--- src/rtl/rx_frame_seq.sv ---
// Receive frame sequencer: finds frames by preamble/SFD/idle gap, checks the Ethernet
// header and emits the payload with the FCS stripped. Optional RX_MAC_FILTER_EN adds a dest-MAC filter.
module rx_frame_seq #(
  parameter int unsigned IDLE_TIMEOUT = 4,
  parameter logic [15:0] ETHERTYPE    = 16'h0800,
  parameter int unsigned MAX_PAYLOAD  = 1500,
  parameter int unsigned MIN_PAYLOAD  = 46,
  parameter logic [47:0] LOCAL_MAC    = 48'h02_00_00_00_00_01
) (
  input  logic        clkIn,
  input  logic        rstIn,
  input  logic [7:0]  dataIn,
  input  logic        dataValidIn,
  output logic [7:0]  payloadDataOut,
  output logic        payloadValidOut,
  output logic        payloadFirstOut,
  output logic        frameEndOut,
  output logic [10:0] frameLenOut,
  output logic        frameErrOut,
  output logic [15:0] dropCntOut,
  output logic        busyOut
);

  typedef enum logic [2:0] {S_IDLE, S_PRE, S_HDR, S_PAY, S_DROP} state_t;

  localparam logic [3:0]  IDLE_LAST = 4'(IDLE_TIMEOUT - 1);
  localparam logic [10:0] MAX_LEN   = 11'(MAX_PAYLOAD);
  localparam logic [10:0] MIN_LEN   = 11'(MIN_PAYLOAD);

  state_t           state_q, state_d;
  logic [2:0]       pre_cnt_q, pre_cnt_d;
  logic [3:0]       hdr_cnt_q, hdr_cnt_d;
  logic [7:0]       etype_hi_q, etype_hi_d;
  logic [3:0][7:0]  dly_q, dly_d;
  logic [2:0]       dly_cnt_q, dly_cnt_d;
  logic [10:0]      len_q, len_d;
  logic [3:0]       idle_q, idle_d;
  logic [15:0]      drop_q, drop_d;
  logic [7:0]       pdata_q, pdata_d;
  logic             pvalid_q, pvalid_d;
  logic             pfirst_q, pfirst_d;
  logic             fend_q, fend_d;
  logic [10:0]      flen_q, flen_d;
  logic             ferr_q, ferr_d;
  logic             busy_q, busy_d;
  logic             drop_inc;
  logic             idle_hit;
  logic             mac_ok;

`ifdef RX_MAC_FILTER_EN
  logic [47:0] dst_q, dst_d;
  assign mac_ok = (dst_q == LOCAL_MAC) || (dst_q == 48'hFF_FF_FF_FF_FF_FF);
`else
  logic unused_local_mac;
  assign unused_local_mac = ^LOCAL_MAC;
  assign mac_ok = 1'b1;
`endif

  assign idle_hit = !dataValidIn && (idle_q == IDLE_LAST);

  always_comb begin
    state_d    = state_q;
    pre_cnt_d  = pre_cnt_q;
    hdr_cnt_d  = hdr_cnt_q;
    etype_hi_d = etype_hi_q;
    dly_d      = dly_q;
    dly_cnt_d  = dly_cnt_q;
    len_d      = len_q;
    pdata_d    = pdata_q;
    pvalid_d   = 1'b0;
    pfirst_d   = 1'b0;
    fend_d     = 1'b0;
    flen_d     = flen_q;
    ferr_d     = ferr_q;
    drop_inc   = 1'b0;
`ifdef RX_MAC_FILTER_EN
    dst_d      = dst_q;
`endif
    // The idle counter only runs inside a frame; IDLE keeps it at zero.
    idle_d = (dataValidIn || state_q == S_IDLE) ? 4'd0 : idle_q + 4'd1;

    case (state_q)
      S_IDLE: begin
        if (dataValidIn) begin
          if (dataIn == 8'h55) begin
            state_d   = S_PRE;
            pre_cnt_d = 3'd1;
          end else begin
            state_d = S_DROP;
          end
        end
      end
      S_PRE: begin
        if (dataValidIn) begin
          if (dataIn == 8'h55) begin
            if (pre_cnt_q == 3'd7) begin
              state_d  = S_DROP;
              drop_inc = 1'b1;
            end else begin
              pre_cnt_d = pre_cnt_q + 3'd1;
            end
          end else if (dataIn == 8'hD5) begin
            state_d   = S_HDR;
            hdr_cnt_d = 4'd0;
          end else begin
            state_d  = S_DROP;
            drop_inc = 1'b1;
          end
        end else if (idle_hit) begin
          state_d  = S_IDLE;
          drop_inc = 1'b1;
        end
      end
      S_HDR: begin
        if (dataValidIn) begin
          hdr_cnt_d  = hdr_cnt_q + 4'd1;
          etype_hi_d = dataIn;
`ifdef RX_MAC_FILTER_EN
          if (hdr_cnt_q < 4'd6) dst_d = {dst_q[39:0], dataIn};
`endif
          if (hdr_cnt_q == 4'd13) begin
            if ({etype_hi_q, dataIn} == ETHERTYPE && mac_ok) begin
              state_d   = S_PAY;
              len_d     = 11'd0;
              dly_cnt_d = 3'd0;
            end else begin
              state_d  = S_DROP;
              drop_inc = 1'b1;
            end
          end
        end else if (idle_hit) begin
          state_d  = S_IDLE;
          drop_inc = 1'b1;
        end
      end
      S_PAY: begin
        if (dataValidIn) begin
          // Newest byte enters at index 0; the oldest sits at index 3 once full.
          dly_d = {dly_q[2:0], dataIn};
          if (dly_cnt_q == 3'd4) begin
            if (len_q == MAX_LEN) begin
              fend_d  = 1'b1;
              flen_d  = MAX_LEN;
              ferr_d  = 1'b1;
              state_d = S_DROP;
            end else begin
              pdata_d  = dly_q[3];
              pvalid_d = 1'b1;
              pfirst_d = (len_q == 11'd0);
              len_d    = len_q + 11'd1;
            end
          end else begin
            dly_cnt_d = dly_cnt_q + 3'd1;
          end
        end else if (idle_hit) begin
          fend_d  = 1'b1;
          flen_d  = len_q;
          ferr_d  = (len_q < MIN_LEN);
          state_d = S_IDLE;
        end
      end
      S_DROP: begin
        if (idle_hit) state_d = S_IDLE;
      end
      default: state_d = S_IDLE;
    endcase

    drop_d = (drop_inc && drop_q != 16'hFFFF) ? drop_q + 16'd1 : drop_q;
    busy_d = (state_d != S_IDLE);
  end

  always_ff @(posedge clkIn) begin
    if (rstIn) begin
      state_q    <= S_IDLE;
      pre_cnt_q  <= '0;
      hdr_cnt_q  <= '0;
      etype_hi_q <= '0;
      dly_q      <= '0;
      dly_cnt_q  <= '0;
      len_q      <= '0;
      idle_q     <= '0;
      drop_q     <= '0;
      pdata_q    <= '0;
      pvalid_q   <= 1'b0;
      pfirst_q   <= 1'b0;
      fend_q     <= 1'b0;
      flen_q     <= '0;
      ferr_q     <= 1'b0;
      busy_q     <= 1'b0;
`ifdef RX_MAC_FILTER_EN
      dst_q      <= '0;
`endif
    end else begin
      state_q    <= state_d;
      pre_cnt_q  <= pre_cnt_d;
      hdr_cnt_q  <= hdr_cnt_d;
      etype_hi_q <= etype_hi_d;
      dly_q      <= dly_d;
      dly_cnt_q  <= dly_cnt_d;
      len_q      <= len_d;
      idle_q     <= idle_d;
      drop_q     <= drop_d;
      pdata_q    <= pdata_d;
      pvalid_q   <= pvalid_d;
      pfirst_q   <= pfirst_d;
      fend_q     <= fend_d;
      flen_q     <= flen_d;
      ferr_q     <= ferr_d;
      busy_q     <= busy_d;
`ifdef RX_MAC_FILTER_EN
      dst_q      <= dst_d;
`endif
    end
  end

  assign payloadDataOut  = pdata_q;
  assign payloadValidOut = pvalid_q;
  assign payloadFirstOut = pfirst_q;
  assign frameEndOut     = fend_q;
  assign frameLenOut     = flen_q;
  assign frameErrOut     = ferr_q;
  assign dropCntOut      = drop_q;
  assign busyOut         = busy_q;

endmodule

--- config.mk ---
export PLATFORM = sky130hd
export DESIGN_NAME = rx_frame_seq
export DESIGN_NICKNAME = d
export VERILOG_FILES = /design/src/rtl/rx_frame_seq.sv
export SDC_FILE = /design/constraint.sdc
export NUM_CORES = 1
export LEC_CHECK = 0
export BUFFER_PORTS_ARGS = -buffer_cell sky130_fd_sc_hd__buf_2
export CAP_MARGIN = 0
export CORE_MARGIN = 5
export CORE_UTILIZATION = 40
export DETAILED_ROUTE_END_ITERATION = 10
export GPL_TIMING_DRIVEN = 0
export PLACE_DENSITY_LB_ADDON = 0.3
export SLEW_MARGIN = 20
export SYNTH_ARGS = -nofsm -noshare
export SYNTH_HDL_FRONTEND = slang
export SYNTH_SLANG_ARGS = --single-unit
--- constraint.sdc ---
create_clock -name clkIn -period 3.1 [get_ports clkIn]
set_input_delay 0 -clock clkIn [delete_from_list [all_inputs] [get_ports clkIn]]
set_output_delay 0 -clock clkIn [all_outputs]
set_load 0.02 [all_outputs]
## Yosys cells after proc, flatten, opt, wreduce, memory -nomap -nowiden

Index checks and enable logic that the tools add are counted.

| storage, ports and cells | value |
|---|---|
| input bits | 11 |
| output and inout bits | 40 |
| logic and storage cells | 141 |
| flip-flop bits (word level) | 108 |

| operators by class | value |
|---|---|
| bitwise logic cells | 4 |
| equality and inequality tests | 29 |
| reductions and logical operators | 23 |
| $lt $le $gt $ge | 1 |
| mux-type cells | 59 |
| add/sub/neg operators | 6 |

Operator list:

| cell | number |
|---|---|
| $mux 11 | 10 |
| $mux 3 | 23 |
| $ne 2x2->1 const B | 13 |
| $pmux 11 s2 | 1 |
| $add 16x1->16 const B | 1 |
| $eq 16x12->1 const B | 1 |
| $mux 1 | 16 |
| $mux 4 | 4 |
| $ne 16x16->1 const B | 1 |
| $pmux 3 s5 | 1 |
| $pmux 3 s2 | 2 |
| $reduce_and 6->1 | 2 |
| $add 11x1->11 const B | 1 |
| $eq 11x11->1 const B | 1 |
| $logic_not 11->1 | 1 |
| $lt 11x6->1 const B | 1 |
| $eq 3x3->1 const B | 3 |
| $add 4x1->4 const B | 2 |
| $eq 8x7->1 const B | 1 |
| $eq 8x8->1 const B | 1 |
| $pmux 4 s2 | 1 |
| $reduce_and 4->1 | 2 |
| $reduce_bool 2->1 | 4 |
| $reduce_and 7->1 | 1 |
| 18 further kinds | 28 |

## Depth between registers and ports, before layout

Gate-level depths: netlist of run 1.

| logic depth | value |
|---|---|
| word-level depth | 6 |
| gate-level depth with buffers | 10 |
| gate-level depth less buffers | 8 |

## Worst setup path after synthesis of run 1

Ideal clock, no wire load.

| path | value |
|---|---|
| path kind | reg2reg |
| start | register idle_q[0] |
| end | register drop_q[10], in the netlist dropCntOut[10] |
| slack | 1,077 ps |
| period minus slack after synthesis | 2,023 ps |
| setup time | 115 ps |
| stages on the path, launching flop included | 9 |
| required time | 2,985 ps |
| arrival time | 1,909 ps |
| cell sequence | dfxtp_1 > ha_1 > nor3b_1 > nor2_1 > a211o_1 > a21o_4 > buf_6 > o31a_1 > o21a_1 |

| between the ends | value |
|---|---|
| cells in the longest elaborated chain, start to end | 6 |

RTL lines:

| element | RTL line | text |
|---|---|---|
| from (decl) | 37 | `logic [3:0] idle_q, idle_d;` |
| from (signal assigned) | 201 | `idle_q <= idle_d;` |
| $eq 4x2->1 * | 59 | `assign idle_hit = !dataValidIn && (idle_q == IDLE_LAST);` |
| $logic_and 1x1->1 * | 59 |  |
| $mux 1 * | 109, 131 |  |
| $mux 1 (on tied branches) | 115, 94 |  |
| $pmux 1 s2 * | 82 | `case (state_q)` |
| $logic_and 1x1->1 * | 168 | `drop_d = (drop_inc && drop_q != 16'hFFFF) ? drop_q + 16'd1 : drop_q;` |
| to (signal assigned) | 202 | `drop_q <= drop_d;` |
| to (decl) | 38 | `logic [15:0] drop_q, drop_d;` |

Every way passes the cells marked *; elsewhere a longest branch is shown, timed or not.
A chain may end at the register's enable or synchronous reset.

## Worst setup path after layout of run 1

| path | value |
|---|---|
| start | register len_q[0] |
| end | register pfirst_q, in the netlist payloadFirstOut |

| between the ends | value |
|---|---|
| cells in the longest elaborated chain, start to end | 2 |

RTL lines:

| element | RTL line | text |
|---|---|---|
| from (decl) | 36 | `logic [10:0] len_q, len_d;` |
| from (signal assigned) | 200 | `len_q <= len_d;` |
| $eq 11x11->1 | 141 | `if (len_q == MAX_LEN) begin` |
| $reduce_or 5->1 (no source line) | -- |  |
| to (signal assigned) | 205 | `pfirst_q <= pfirst_d;` |
| to (decl) | 41 | `logic pfirst_q, pfirst_d;` |

Parallel ways exist; a longest one is shown, timed or not.

==> results of run 1 <==
## metal layers
layer  GRT usage, %  up-vias
met4          6.380        0
met1          21.58     1909
met5              0        -
met2          24.08       95
li1               -     2059
met3          4.277       14
## worst paths after layout
check,start,to,slack (ns),cells past startpoint
setup / recovery,len_q[0],payloadFirstOut,0.74,6
hold / removal,dataValidIn,hdr_cnt_q[2],0.16,3
setup reg to reg,len_q[0],payloadFirstOut,0.74,6
hold reg to reg,dly_q[23],dly_q[31],0.45,2
## power by group through the flow
stage	Sequential [mW]	Combinational, mW	Clock [mW]
after CTS	1.39	0.0740	1.17
final	1.39	0.0740	1.14
after detailed placement	1.42	0.0664	0
after global placement	1.42	0.0659	0
after floorplan	1.42	0.0362	0
after global routing	1.39	0.0819	1.22
## critical path, delay by kind of cell (launching register included)
kind                       cells  cell delay (ns)
AOI/OAI and AO/OA              1             0.33
adders and majority gates      1             0.21
buffers and inverters          1             0.08
DFF                            1             0.48
and+or+nand+nor                3             1.14
## final cells by class
class / count / area (um2)
clock buffer: 11 / 242.7
tap: 143 / 178.9
inverter: 12 / 45.04
fill: 1133 / 5956
clock inverter: 4 / 48.80
sequential: 108 / 2162
buffer: 28 / 123.9
multi-input combinational: 400 / 2292
timing repair buffer: 56 / 320.3
## through the flow
stage | total power, mW | hold slack [ns] | utilization, %
detailed placement | 1.489 | 0.2834 | 44.35
CTS | 2.633 | 0.1412 | 47.62
global route | 2.693 | 0.1625 | 47.62
global placement | 1.489 | 0.2817 | 44.35
finish | 2.608 | 0.1588 | 47.62
floorplan | 1.460 | 0.1360 | -
## what timing repair did
item,CTS,global route
hold buffers,8,0
setup buffers,0,0
endpoints found under the hold margin,16,0
## cell families after synthesis
group	Yosys count	share of synthesized area (%)
AOI/OAI and AO/OA	111	15.51
xor gates and xnor gates	18	3.410
adders and majority gates	10	2.706
buffers and inverters	40	3.653
DFF	108	46.77
muxes	10	2.165
and+or+nand+nor	251	25.79
## layout by cell type, fill, tap and decap left out, types with 3 or more instances in the layout
master and n:
nand2b_1 4, nor4_1 10, nand3_1 17, or4_1 4, nand4_1 14, o21ai_0 9
a211oi_1 3, clkbuf_1 21, nor2_1 47, dlygate4sd3_1 8, ha_1 10, nor4b_1 3
mux2i_1 10, a22oi_1 4, xnor2_1 13, or3_1 8, a21oi_1 62, nand2_1 106
dfxtp_1 108, and3_1 6, clkbuf_16 9, buf_2 51, inv_1 12, nor3_1 17
o221a_2 8, o31ai_1 4, xor2_1 5
## cell usage after synthesis (2+ instances only)
cell type,n
a211o_1,2
a211oi_1,3
a21oi_1,62
a22oi_1,4
a31o_2,2
and3_1,6
buf_1,2
buf_2,3
buf_4,2
clkbuf_1,20
dfxtp_1,108
ha_1,10
inv_1,12
mux2i_1,10
nand2_1,106
nand2b_1,4
nand3_1,17
nand3b_1,2
nand4_1,14
nor2_1,47
nor3_1,17
nor3b_1,2
nor4_1,10
nor4b_1,3
o211ai_1,2
o21a_1,2
o21ai_0,9
o221a_2,8
o31a_1,2
o31ai_1,4
or2_2,2
or3_1,8
or4_1,4
xnor2_1,13
xor2_1,5
## state kept, by name, summed over array words and instances (netlist names), 3 cells and up
register and count:
state_q 3, payloadDataOut 8, dly_q 32, frameLenOut 11, pre_cnt_q 3, idle_q 4
dly_cnt_q 3, etype_hi_q 8, hdr_cnt_q 4, dropCntOut 16, len_q 11
==> impl_results.md, run 1 <==
* Outcome: finished clean
* Final hold viol count at 0
* CTS tree: done
* Clk Latency, worst-skew pair at roughly 0.35 ns
* Max Cap Viol at 0
* Die W at 117.5 um
* Post-synthesis cell type count at 56
* Placed Instances at 739
* Remaining antenna violation count at 0
* Register share of total power at a little over half
* HP Class: input pin to flop
* Main flop type after synthesis: dfxtp_1
* Setup Viol. Count Final at 0
* Die height at about 120 um
* Synth top area cells: dfxtp_1 47%, nand2_1 8.6%, a21oi_1 6.7%
* Largest net degree at the start of global routing at 17
* I/O Buffers at 48
* Max-Slew Margin vs Limit at between 50% and 60%
* Switch share at a little over a fifth
* Cells after synthesis at roughly 550
* Setup CP Type: flop to flop
* Yosys top cell by area: dfxtp_1
* Met2 wire len at roughly 4.8 mm
* Setup TNS at 0 ns
* Pins Over Slew Limit at 0
* CTS Buf Count at 9
* Worst EP required at roughly 3.3 ns
* Non-filler instance count after layout at ~760
* Top sig layer: met4
* Leakage at 2.028 nW
* Post-DR wirelength/cell at ~14 um
* Pre-CTS setup slack at 0.7710 ns
* Die area at about 14000 um2
* Pre-antenna DRT Iters at 4
* Cells along the critical path: inv_1 > ha_1 > and4bb_2 > a311oi_2 > nand2_1 > nor4_1
* Initial core utilization at 40.66%
* Top fanout value on the critical path at 10
* Clock-pin slew on the worst setup and hold paths at 0.07 ns
* Post-synth EDFFs at 0
* Area share of the largest cell type after synthesis at between 40% and 50%
* Syn Nets at ~570
* Total track usage at ~16%
* Avg Vias per Cell at roughly 5.4
* Vias in the first global route at 3874
* Yosys reg bits at 108
* Synthesized area per cell at 8.436 um2
* Synth-to-layout area growth at 17.10%
* Placed inst area at 5042 um2
* Synthesized area at approximately 4600 um2
* Nets at approximately 640
* Clock power share at ~44%
* Post-cts repair resize count at 0
* Final Critical Period at between 2 and 2.5 ns
* FMAX at 0.4229 GHz
* Fin crit share at about three quarters
* Wire length on met3 at approximately 570 um
* Internal at between 2 and 2.5 mW
* P per Cell Area at a little under 500 nW/um2
* Design Area, Final at ~5400 um2
* Gpl congestion at between 0.9 and 1
* Logic pwr share at 2.8%
* Peak VDD IR at ~230 uV
* FFs w/ async S/R, synth at 0%
* CTS H-tree lvls at 3
* Initial antenna violation count at 0
* Root Driver: clkbuf_16
* Core Area at roughly 11000 um2
* ANT cells at 0
* Seq/Total Area, Yosys at around 47%
* Crit path largest cell delay at ~0.5 ns
* Num ports at 51
* CTS max path bufs at 2
* M1 wire length at roughly 5.2 mm
* GR Overflow Total at 0
* Share of post-route cells with drive strength above 1 at 14.22%
* Cell Rows at 39
* Clk_skew at about 0.0085 ns
* Initial DRC Count at around 260
* First-pass GRT wire length at 18.51 mm
* Vias at around 4100
* Crit start category: flop
* Worst Setup End Kind: flop
* DP HPWL at 7.928 mm
* DRC at 0
* Final worst setup slack at ~0.74 ns
* Worst-margin pin slew at ~0.72 ns
* Worst path slowest cell: nor4_1
* Clk sinks at about 110
* WP data arrival at 2.59 ns
* P_sw at 0.5522 mW
* Final WL at ~11 mm
* Yosys Warn Count at 0
* RSZ-0062 raised after global routing: no
No activity file was read; power rests on OpenSTA's default activity.
==> run 2: changes to the inputs <==
--- a/config.mk
+++ b/config.mk
@@ -5,6 +5,7 @@
 export SDC_FILE = /design/constraint.sdc
 export NUM_CORES = 1
 export LEC_CHECK = 0
+export ABC_AREA = 1
 export BUFFER_PORTS_ARGS = -buffer_cell sky130_fd_sc_hd__buf_2
 export CAP_MARGIN = 0
 export CORE_MARGIN = 5
==> constraint.sdc (replaced) <==
create_clock -name clkIn -period 2.02 [get_ports clkIn]
set_input_delay 0 -clock clkIn [delete_from_list [all_inputs] [get_ports clkIn]]
set_output_delay 0 -clock clkIn [all_outputs]
set_load 0.02 [all_outputs]
==> run 2 against run 1 <==
Net effect: combinational power grew 95%; clock skew shrank 0.0020 ns; worst setup slack lost 0.55 ns; largest cell class unchanged; sequential power grew 54%; clock power grew 49%; routed wire length grew 10%; critical path type unchanged; critical endpoint is now frameLenOut[5]; total power grew 53%.
==> impl_results.md, run 2 <==
* Worst Setup End Kind: flop
* Pre-antenna DRT Iters at 5 (+1)
* Final WL at 11.99 mm (+10%)
* Remaining antenna violation count at 0 (unchanged)
* Fin crit share at 91.05% (+15 points)
* Clk sinks at 108 (unchanged)
* FMAX at 0.5437 GHz (+29%)
* DRC at 0 (unchanged)
* Clock power share at 42.7% (-1.1 points)
* Top fanout value on the critical path at 9 (-1)
* Die height at 123.3 um (+4.9%)
* CTS H-tree lvls at 3 (unchanged)
* Cells after synthesis at 727 (+33%)
* Clock-pin slew on the worst setup and hold paths at 0.07 ns (about the same)
* GR Overflow Total at 0 (unchanged)
* Initial DRC Count at 266 (+3.5%)
* Commonest non-fill, non-tap cell in the layout: nor2_1
* Fillers at 1288 (+14%)
* Yosys Warn Count at 0 (unchanged)
* Switch share at 22.42% (+1.3 points)
* Worst Hold Launch: rstIn
* Outcome: finished clean
* Placed inst area at 5597 um2 (+11%)
* Synthesized area at 5136 um2 (+11%)
* CTS max path bufs at 2 (unchanged)
* Cell Rows at 41 (+5.1%)
* Area share of the largest cell type after synthesis at 42.10% (-4.7 points)
* Worst r2r dst: frameLenOut[5]
* HP Class: input pin to flop
* Cells on worst reg2reg path at 11 (+5)
* Syn Nets at 748 (+31%)
* Max Cap Viol at 0 (unchanged)
* Total track usage at 16.40% (+0.47 points)
* Post-synth top cells: 137 x nor2_1, 127 x nand2_1, 108 x dfxtp_1, 64 x inv_1, 61 x o21ai_0
* Leakage at 2.652 nW (+31%)
* Final hold viol count at 0 (unchanged)
* Design Area, Final at 5981 um2 (+10%)
* Yosys top cell by area: dfxtp_1
* CTS Buf Count at 9 (unchanged)
* Worst-margin pin slew at 0.5521 ns (-0.1660 ns)
* WHS Path Cells at 4 (+1)
* Post-synth EDFFs at 0 (unchanged)
* Share of post-route cells with drive strength above 1 at 14.59% (+0.37 points)
* Setup TNS at 0 ns (unchanged)
* Final Critical Period at 1.839 ns (-0.5254 ns)
* P per Cell Area at 666.0 nW/um2 (+38%)
* Multi-input logic area at 2551 um2 (+11%)
* Avg Vias per Cell at 4.862 (-9.1%)
* Pins Over Slew Limit at 0 (unchanged)
* Register share of total power at 53.7% (+0.4 points)
* Num ports at 51 (unchanged)
* Synthesized area per cell at 7.065 um2 (-16%)
* Max-Slew Margin vs Limit at 63.19% (+11 points)
* Main flop type after synthesis: dfxtp_1
* P_sw at 0.8932 mW (+62%)
* Initial core utilization at 40.70% (about the same)
* Core Area at 12620 um2 (+11%)
* Endpoint, Worst Hold: hdr_cnt_q[2]
* Logic pwr share at 3.6% (+0.8 points)
* Synth-to-layout area growth at 16.44%
* Initial antenna violation count at 0 (unchanged)
* Post-DR wirelength/cell at 12.31 um (-14%)
* Crit start category: flop
* RSZ-0062 raised after global routing: no
* Count leader, synth: nor2_1
* Vias in the first global route at 4275 (+10%)
* Clk_skew at 0.006525 ns (-0.002009 ns)
* Peak VDD IR at 414.1 uV (+84%)
* Clk Latency, worst-skew pair at 0.35 ns (about the same)
* Worst EP required at 2.23 ns (-1.09 ns)
* Setup CP Type: flop to flop
* Vias at 4736 (+16%)
* FFs w/ async S/R, synth at 0% (unchanged)
* DP HPWL at 8.734 mm (+10%)
* Flop-to-flop setup slack at 0.18 ns (-0.55 ns)
* Register with the highest flop count: dly_q
* Root Driver: clkbuf_16
* R2R Path Start: len_q[1]
* FF+latch area at 2162 um2 (unchanged)
* Yosys reg bits at 108 (unchanged)
* Synth top area cells: dfxtp_1 42%, nor2_1 10%, nand2_1 9.3%
* Largest net degree at the start of global routing at 18 (+1)
* Setup Viol. Count Final at 0 (unchanged)
* Post-synthesis cell type count at 36 (-36%)
* First-pass GRT wire length at 20.16 mm (+8.9%)
* Gpl congestion at 0.9138 (+0.65%)
* Internal at 3.090 mW (+50%)
* CTS tree: done
* Die area at 15210 um2 (+10%)
* I/O Buffers at 49 (+2.1%)
* Max reg flops at 32 (unchanged)
* ANT cells at 0 (unchanged)
* WP data arrival at 2.05 ns (-0.54 ns)
* Commonest non-fill, non-tap cells in the layout: 137 x nor2_1, 127 x nand2_1, 108 x dfxtp_1
* Die W at 123.3 um (+4.9%)
* Seq/Total Area, Yosys at 42.10% (-4.7 points)
* Nets at 818 (+29%)
==> run 2: cell types whose count changed after synthesis, moves of 10 or more <==
cell	before	now
nor2_1	47	137
inv_1	12	64
o21ai_0	9	61
nand3_1	17	51
nand2_1	106	127
xor2_1	5	20
clkbuf_1	20	8
mux2i_1	10	0
==> run 2: logic make-up (layout without fill, tap and decap cells) <==
family | after synthesis | count (layout) | synth area share [%]
buffers and inverters | 102 | 177 | 8.234
adders and majority gates | 10 | 10 | 2.436
xor gates and xnor gates | 26 | 26 | 4.434
AOI/OAI and AO/OA | 125 | 125 | 13.11
and+or+nand+nor | 356 | 356 | 29.70
DFF | 108 | 108 | 42.09
==> run 2: cell type report <==
| type | count | area share, % |
|---|---|---|
| inverter | 75 | 4.728 |
| clock buffer | 12 | 4.289 |
| multi-input combinational | 517 | 42.66 |
| clock inverter | 4 | 0.5439 |
| buffer | 27 | 2.343 |
| sequential | 108 | 36.15 |
| timing repair buffer | 59 | 5.690 |
| tap | 172 | 3.598 |
==> run 2: per-layer routing <==
metal	wire length (um)	global-route usage, %	up-vias
li1	-	-	2467
met2	5436	26.40	111
met4	199	5.260	0
met5	0	0	-
met1	5742	22.05	2141
met3	613	3.385	17
==> run 2: power by group through the flow <==
stage	Sequential (mW)	Clock [mW]	Combinational, mW
global route	2.14	1.83	0.161
global placement	2.19	0	0.132
floorplan	2.19	0	0.0792
detailed placement	2.19	0	0.131
finish	2.14	1.70	0.144
CTS	2.14	1.76	0.143
==> run 2: worst max-delay path, cell delays in order (launching register included) <==
cell	delay [ns]
dfxtp_1	0.37
inv_1	0.13
ha_1	0.23
inv_1	0.05
nor2_1	0.10
nand3_1	0.12
nand2_1	0.10
nand3_2	0.10
nor2_4	0.22
inv_1	0.14
nand2_1	0.09
a21oi_1	0.05
==> run 2: worst max-delay path by stage <==
stage                       start              end  slack (ns)  cells after the start
finish                   len_q[1]   frameLenOut[5]        0.18                     11
global route        dropCntOut[0]   dropCntOut[12]        0.01                      8
CTS                      len_q[0]  payloadFirstOut       0.002                      8
detailed placement       len_q[0]  payloadFirstOut        0.03                      8
global placement         len_q[0]  payloadFirstOut       -0.06                      8
floorplan           dropCntOut[0]   dropCntOut[14]        0.30                      8
==> run 2: what timing repair did <==
item                                   4_1_cts  5_1_grt
setup endpoints to repair                    0       10
resized for setup                            0        1
endpoints found under the hold margin       16        0
setup buffers                                0        2
hold buffers                                 8        0
==> run 2: per-stage QoR <==
step | power [mW] | worst slack [ns] | hold WS, ns | util, % | std cells
4_1_cts | 4.038 | 0.001592 | 0.1579 | 47.27 | 972
2_1_floorplan | 2.268 | 0.3035 | 0.1349 | - | 727
5_1_grt | 4.131 | 0.01425 | 0.2267 | 47.39 | 974
3_3_place_gp | 2.319 | -0.06258 | 0.3092 | 44.35 | 948
6_report | 3.983 | 0.1807 | 0.1758 | 47.39 | 974
3_5_place_dp | 2.319 | 0.03230 | 0.3154 | 44.35 | 948
